$ cat src/rtl/fifo_serializer.sv
// Show-ahead FIFO consumer that emits each wide word as RATIO narrow chunks, LSB first.
// Define FIFO_SERIALIZER_PREFETCH_EN to add a one-word holding register for gapless output.
module fifo_serializer #(
  parameter int OUT_WIDTH = 8,
  parameter int RATIO     = 4,
  parameter int LOG_RATIO = 2,
  parameter int IN_WIDTH  = 32
) (
  input  logic                 clk,
  input  logic                 rst,
  input  logic [IN_WIDTH-1:0]  fifo_data,
  input  logic                 fifo_empty,
  output logic                 fifo_next_read,
  output logic [OUT_WIDTH-1:0] data_out,
  output logic                 valid_out,
  input  logic                 ready_in,
  output logic                 idle
);

  typedef enum logic {
    S_IDLE = 1'b0,
    S_SEND = 1'b1
  } state_t;

  state_t                r_state;
  state_t                w_state_nxt;
  logic [IN_WIDTH-1:0]   r_shift;
  logic [IN_WIDTH-1:0]   w_shift_nxt;
  logic [OUT_WIDTH-1:0]  r_data;
  logic [OUT_WIDTH-1:0]  w_data_nxt;
  logic [LOG_RATIO-1:0]  r_idx;
  logic [LOG_RATIO-1:0]  w_idx_nxt;

  logic                  w_xfer;
  logic                  w_last;
  logic                  w_idle_load;
  logic                  w_hold_cap;
  logic                  w_hold_use;
  logic                  w_hold_v;
  logic [IN_WIDTH-1:0]   w_hold;
  logic [IN_WIDTH-1:0]   w_load_word;

`ifdef FIFO_SERIALIZER_PREFETCH_EN
  logic [IN_WIDTH-1:0]   r_hold;
  logic                  r_hold_v;

  assign w_hold_cap = rst && (r_state == S_SEND) &&
                      !r_hold_v && !fifo_empty;
  assign w_hold     = r_hold;
  assign w_hold_v   = r_hold_v;

  always_ff @(posedge clk) begin
    if (!rst) begin
      r_hold   <= '0;
      r_hold_v <= 1'b0;
    end else if (w_hold_cap) begin
      r_hold   <= fifo_data;
      r_hold_v <= 1'b1;
    end else if (w_hold_use) begin
      r_hold_v <= 1'b0;
    end
  end
`else
  assign w_hold_cap = 1'b0;
  assign w_hold     = '0;
  assign w_hold_v   = 1'b0;
`endif

  assign w_xfer      = (r_state == S_SEND) && ready_in;
  assign w_last      = (r_idx == LOG_RATIO'(RATIO - 1));
  assign w_idle_load = rst && (r_state == S_IDLE) &&
                       !w_hold_v && !fifo_empty;
  assign w_load_word = w_hold_v ? w_hold : fifo_data;

  assign fifo_next_read = w_idle_load | w_hold_cap;

  always_comb begin
    w_state_nxt = r_state;
    w_shift_nxt = r_shift;
    w_data_nxt  = r_data;
    w_idx_nxt   = r_idx;
    w_hold_use  = 1'b0;
    unique case (r_state)
      S_IDLE: begin
        if (w_hold_v || w_idle_load) begin
          w_hold_use  = w_hold_v;
          w_state_nxt = S_SEND;
          w_shift_nxt = w_load_word;
          w_data_nxt  = w_load_word[OUT_WIDTH-1:0];
          w_idx_nxt   = '0;
        end
      end
      S_SEND: begin
        if (w_xfer) begin
          unique case (1'b1)
            !w_last: begin
              w_shift_nxt = r_shift >> OUT_WIDTH;
              w_data_nxt  = r_shift[2*OUT_WIDTH-1:OUT_WIDTH];
              w_idx_nxt   = r_idx + 1'b1;
            end
            w_last && w_hold_v: begin
              // back-to-back word: restart at chunk 0 without a gap
              w_hold_use  = 1'b1;
              w_shift_nxt = w_hold;
              w_data_nxt  = w_hold[OUT_WIDTH-1:0];
              w_idx_nxt   = '0;
            end
            w_last && !w_hold_v: begin
              w_state_nxt = S_IDLE;
              w_idx_nxt   = '0;
            end
            default: ;
          endcase
        end
      end
      default: w_state_nxt = S_IDLE;
    endcase
  end

  always_ff @(posedge clk) begin
    if (!rst) begin
      r_state <= S_IDLE;
      r_shift <= '0;
      r_data  <= '0;
      r_idx   <= '0;
    end else begin
      r_state <= w_state_nxt;
      r_shift <= w_shift_nxt;
      r_data  <= w_data_nxt;
      r_idx   <= w_idx_nxt;
    end
  end

  assign data_out  = r_data;
  assign valid_out = (r_state == S_SEND);
  assign idle      = (r_state == S_IDLE) && !w_hold_v;

endmodule

$ cat config.mk
export PLATFORM = sky130hd
export DESIGN_NAME = fifo_serializer
export DESIGN_NICKNAME = d
export VERILOG_FILES = /design/src/rtl/fifo_serializer.sv
export SDC_FILE = /design/constraint.sdc
export NUM_CORES = 1
export LEC_CHECK = 0
export CAP_MARGIN = 20
export CELL_PAD_IN_SITES_DETAIL_PLACEMENT = 0
export CELL_PAD_IN_SITES_GLOBAL_PLACEMENT = 1
export CORE_MARGIN = 2
export CORE_UTILIZATION = 38
export DETAILED_ROUTE_END_ITERATION = 6
export PLACE_DENSITY_LB_ADDON = 0.05
export SLEW_MARGIN = 10
export SYNTH_ARGS = -nofsm -noshare
export SYNTH_HDL_FRONTEND = slang
export SYNTH_SLANG_ARGS = --single-unit
$ cat constraint.sdc
create_clock -name clk -period 2.17 [get_ports clk]
set_input_delay 0.217 -clock clk [delete_from_list [all_inputs] [get_ports clk]]
set_output_delay 0.217 -clock clk [all_outputs]
set_load 0.05 [all_outputs]
* After elaboration in Yosys (flattened, before gate mapping)
Cells that the tools add are included.
** Cells by class
- Multiplexer cells :: 16
- Add/subtract/negate cells :: 1
- Bitwise gates (word level) :: 1
- Reductions and logical operators :: 7
- Equality and inequality tests :: 5
** Operators by type and width (number)
- $mux W32 :: 3
- $pmux W32 S2 :: 1
- $mux W8 :: 3
- $pmux W8 S2 :: 1
- $pmux W2 S2 :: 2
- $reduce_and A3 Y1 :: 2
- $mux W2 :: 2
- $ne A2 B2 Y1 const B :: 2
- $logic_and A1 B1 Y1 :: 3
- $mux W1 :: 3
- $ne A3 B1 Y1 const B :: 1
- $add A2 B1 Y2 const B :: 1
- $eq A2 B2 Y1 const B :: 1
- $logic_not A1 Y1 :: 2
- $ne A2 B1 Y1 const B :: 1
- $pmux W1 S2 :: 1
- $not A1 Y1 :: 1
** Word-level totals
- Output and inout bits :: 11
- Flip-flop bits (word level) :: 43
- Logic and storage cells :: 34

* Logic depth before layout (Yosys ltp)
Gate-level depths: netlist (run 1).
- Depth after elaboration :: 5
- Mapped depth :: 6
- Gate-level depth less buffers :: 4

* Worst setup path before layout (run 1)
Ideal clock, no wire load.
- Path kind :: register to register
- From :: register r_state (netlist: valid_out)
- To :: register r_shift[10]
- Path slack :: 265 ps
- Buffers on the path :: 2
- Period minus slack after synthesis :: 1905 ps
- Cell stages (with the launch flop) :: 6
- Arrival :: 1823 ps
- Setup time :: 83 ps
- Required time :: 2087 ps
- Cell sequence :: dfxtp_1 -> buf_6 -> nor3b_4 -> clkbuf_1 -> nand2_1 -> o221ai_2
** Between the ends
- Cells in the longest elaborated chain, start to end :: 5
- Elaborated cells on any way between the ends :: 9
- Classes of those cells :: eq/ne: 3; mux: 1; bitwise: 1; reduce/logical: 4
** Ends and longest elaborated chain
- start, declared :: line 25 : state_t r_state;
- start signal, assigned :: line 127 : r_state <= w_state_nxt;
- $not A1 Y1 :: line 71 : assign w_idle_load = rst && (r_state == S_IDLE) &&
- $logic_and A1 B1 Y1 :: line 71
- $logic_and A1 B1 Y1 :: line 72 : !w_hold_v && !fifo_empty;
- via fifo_next_read :: line 13 : output logic fifo_next_read,
- $ne A2 B2 Y1 (no source line)
- $reduce_and A3 Y1 (no source line)
- end signal, assigned :: line 128 : r_shift <= w_shift_nxt;
- end, declared :: line 27 : logic [IN_WIDTH-1:0] r_shift;
The timed path passes the listed nets, and every way through them passes these cells.
A chain may end at the register's enable or synchronous reset.

* Worst setup path in the final report (run 1)
- From :: register r_state (netlist: valid_out)
- To :: output port valid_out
** RTL lines
- end, declared :: line 15 : output logic valid_out,
No word-level cell between the ends.

==> impl_metrics.tcl, run 1 <==
set metrics [dict create \
    outcome "finished clean" \
    die_x_um 68.7 \
    clock_skew_ps 1.80 \
    hold_class "flop to flop" \
    nNetsFinal 233 \
    dr.pass1.iters 4 \
    p_sw_share_pct 26.6 \
    first_global_vias 1199 \
    dpl.cell_count 239 \
    intPower_mw 1.11 \
    seq_area_um2 701 \
    synth_cell_types 25 \
    grt_max_degree 35 \
    p_clk_share_pct 33.9 \
    synthTopCellsByArea "dfxtp_1 (44%), o221ai_2 (19%), nand2_1 (13%), buf_4 (4.7%), a22o_1 (4.4%)" \
    pre_cts_ws_ps 464 \
    min_period_over_period_pct 91.4 \
    path_class "flop to primary output" \
    synth_enable_flop_cells 0 \
    clock_latency_ps 280 \
    cts.htree.levels 2 \
    multiInputGateArea_um2 737 \
    crit_required_ps 1950 \
    critPathMaxFanout 10 \
    tightest_slew_ps 500 \
    yosysMostFrequentCell "nand2_1" \
    synthCells 160 \
    port_buffers 46 \
    slowest_delay_ps 890 \
    crit_buf_inv 1 \
    worstPathCellList "clkdlybuf4s50_1" \
    post-route-drc-count 0 \
    power.switching_mw 0.403 \
    ios 47 \
    pwr-share-seq_pct 46.8 \
    crit_slowest_cell "clkdlybuf4s50_1" \
    rsz0062_at_grt "no" \
    yosysTopAreaCell "dfxtp_1" \
    hold_violations 0 \
    core_um2 4030 \
    p_comb_share_pct 19.3 \
    power_density_nw_per_um2 719 \
    num_antenna_cells 0 \
    layout-area-overhead-vs-synth_pct 32.4 \
    start_kind "flop" \
    finalNonFillerCells 247 \
    clock_path_buffers 2 \
    power_mw 1.52 \
    die_h_um 68.7 \
    period_minus_slack_ps 1980 \
    dpl.hpwl_um 2420 \
    synth_top_area_share_pct 44.0 \
    avgRoutedWirePerCell_um 14.3 \
    antenna_found_initial 0 \
    avgSynthCellArea_um2 9.95 \
    max_cap_violations 0 \
    p_leak_nw 0.746 \
    fin_area_um2 2110 \
    track_usage_pct 16.1 \
    antenna_left 0 \
    cts_root_buf "clkbuf_8" \
    drv_slew 0 \
    ys_ff_latch 35 \
    ys.flop_type "dfxtp_1" \
    finalSetupTns_ps 0 \
    max_freq_ghz 0.504 \
    fin_ws_ps 186 \
    gr-total-overflow 0 \
    synth_warnings 0 \
    cts_tree "done" \
    placed_cell_area_um2 2010 \
    wirelength_um 3530 \
    synth_common_cells "nand2_1 (56), dfxtp_1 (35), o221ai_2 (20)" \
    viasPerCell 5.19 \
    die_area_um2 4730 \
    fin_util_pct 52.3 \
    hold_slack_ps 475 \
    slew_headroom_pct 66.6 \
    ir_worst_vdd_v 0.000411 \
    cts_made_buffers 5 \
    ys_seq_area_share_pct 44.0 \
    place.gp.congestion 0.713 \
    drt_iter0_markers 56 \
    postCtsSetupBuffers 0 \
    synthesis.area_um2 1590 \
    cp.arrival_ps 1770 \
    crit_family "buffers and inverters" \
    grt_pass1_wl_um 5460 \
    drive_gt1_share_pct 18.3 \
    cts_resized 0 \
    rows 23 \
    fillers 383 \
    clk_pin_slew_ps 70 \
    start_util_pct 39.5 \
    synth_async_sr_flop_share_pct 0 \
    setup_violations 0 \
    num_vias 1282 \
    end_kind "primary output" \
    syn_nets 197 \
    cts.sinks 35 \
    postCtsHoldBufs 0 \
]
logic make-up after synthesis:
kind of cell | count (synthesis) | share of synthesized area, %
DFF | 35 | 44.0
and+or+nand+nor | 64 | 17.9
AOI/OAI and AO/OA | 37 | 27.6
buffers and inverters | 23 | 9.74
adders and majority gates | 1 | 0.785
power by group through the flow:
stage          Sequential [mW]  Clock, mW  Combinational (mW)
6_report                 0.709      0.514               0.293
5_1_grt                  0.713      0.566               0.315
4_1_cts                  0.709      0.534               0.296
3_5_place_dp             0.723          0               0.295
3_3_place_gp             0.722          0               0.289
2_1_floorplan            0.720          0               0.202
sequential cells by signal, summed over array words and instances (netlist names):
register / flops
valid_out: 1
r_shift: 32
r_idx: 2
worst paths after layout:
kind | startpoint | slack, ps | cells past startpoint | end
setup reg to reg | valid_out$_SDFF_PN0_ | 680 | 4 | r_shift[19]$_SDFFE_PN0P_
hold reg to reg | r_shift[29]$_SDFFE_PN0P_ | 470 | 1 | r_shift[29]$_SDFFE_PN0P_
hold / removal | r_shift[29]$_SDFFE_PN0P_ | 470 | 1 | r_shift[29]$_SDFFE_PN0P_
setup / recovery | valid_out$_SDFF_PN0_ | 190 | 1 | valid_out
cell type report:
type | instances | area share [%]
well taps | 50 | 2.97
multi-input cells | 102 | 35.0
inverters | 2 | 0.356
clock buffers | 8 | 4.75
repair buffers | 50 | 23.7
flip-flops and latches | 35 | 33.2
cell usage in the layout, fill, tap and decap left out:
cell type / synthesis / final
nand2_1: 56 / 56
clkdlybuf4s50_1: 0 / 45
dfxtp_1: 35 / 35
o221ai_2: 20 / 20
a22o_1: 8 / 8
clkbuf_8: 0 / 7
o221ai_1: 4 / 4
buf_4: 10 / 4
nor2b_1: 2 / 2
a21oi_1: 2 / 2
inv_1: 1 / 1
nor3b_4: 1 / 1
nand3b_4: 1 / 1
nand2b_1: 1 / 1
nand3_1: 1 / 1
o21ai_0: 1 / 1
inv_2: 1 / 1
o211a_2: 1 / 1
a311oi_1: 1 / 1
nor3b_1: 1 / 1
nor3_1: 1 / 1
ha_1: 1 / 1
clkbuf_1: 6 / 1
buf_12: 0 / 1
metal layers:
metal	wire length (um)	GRT usage [%]
met4	25	6.62
met1	1500	17.5
met3	189	6.49
met5	0	0
met2	1810	27.8
Note: power is estimated with default switching activity, not from simulation.
==> run 2: changes to the inputs <==
SLEW_MARGIN = 20   (was 10)
==> results of run 2 <==
No change in the layout: final DEF, timing and power equal those of run 1.
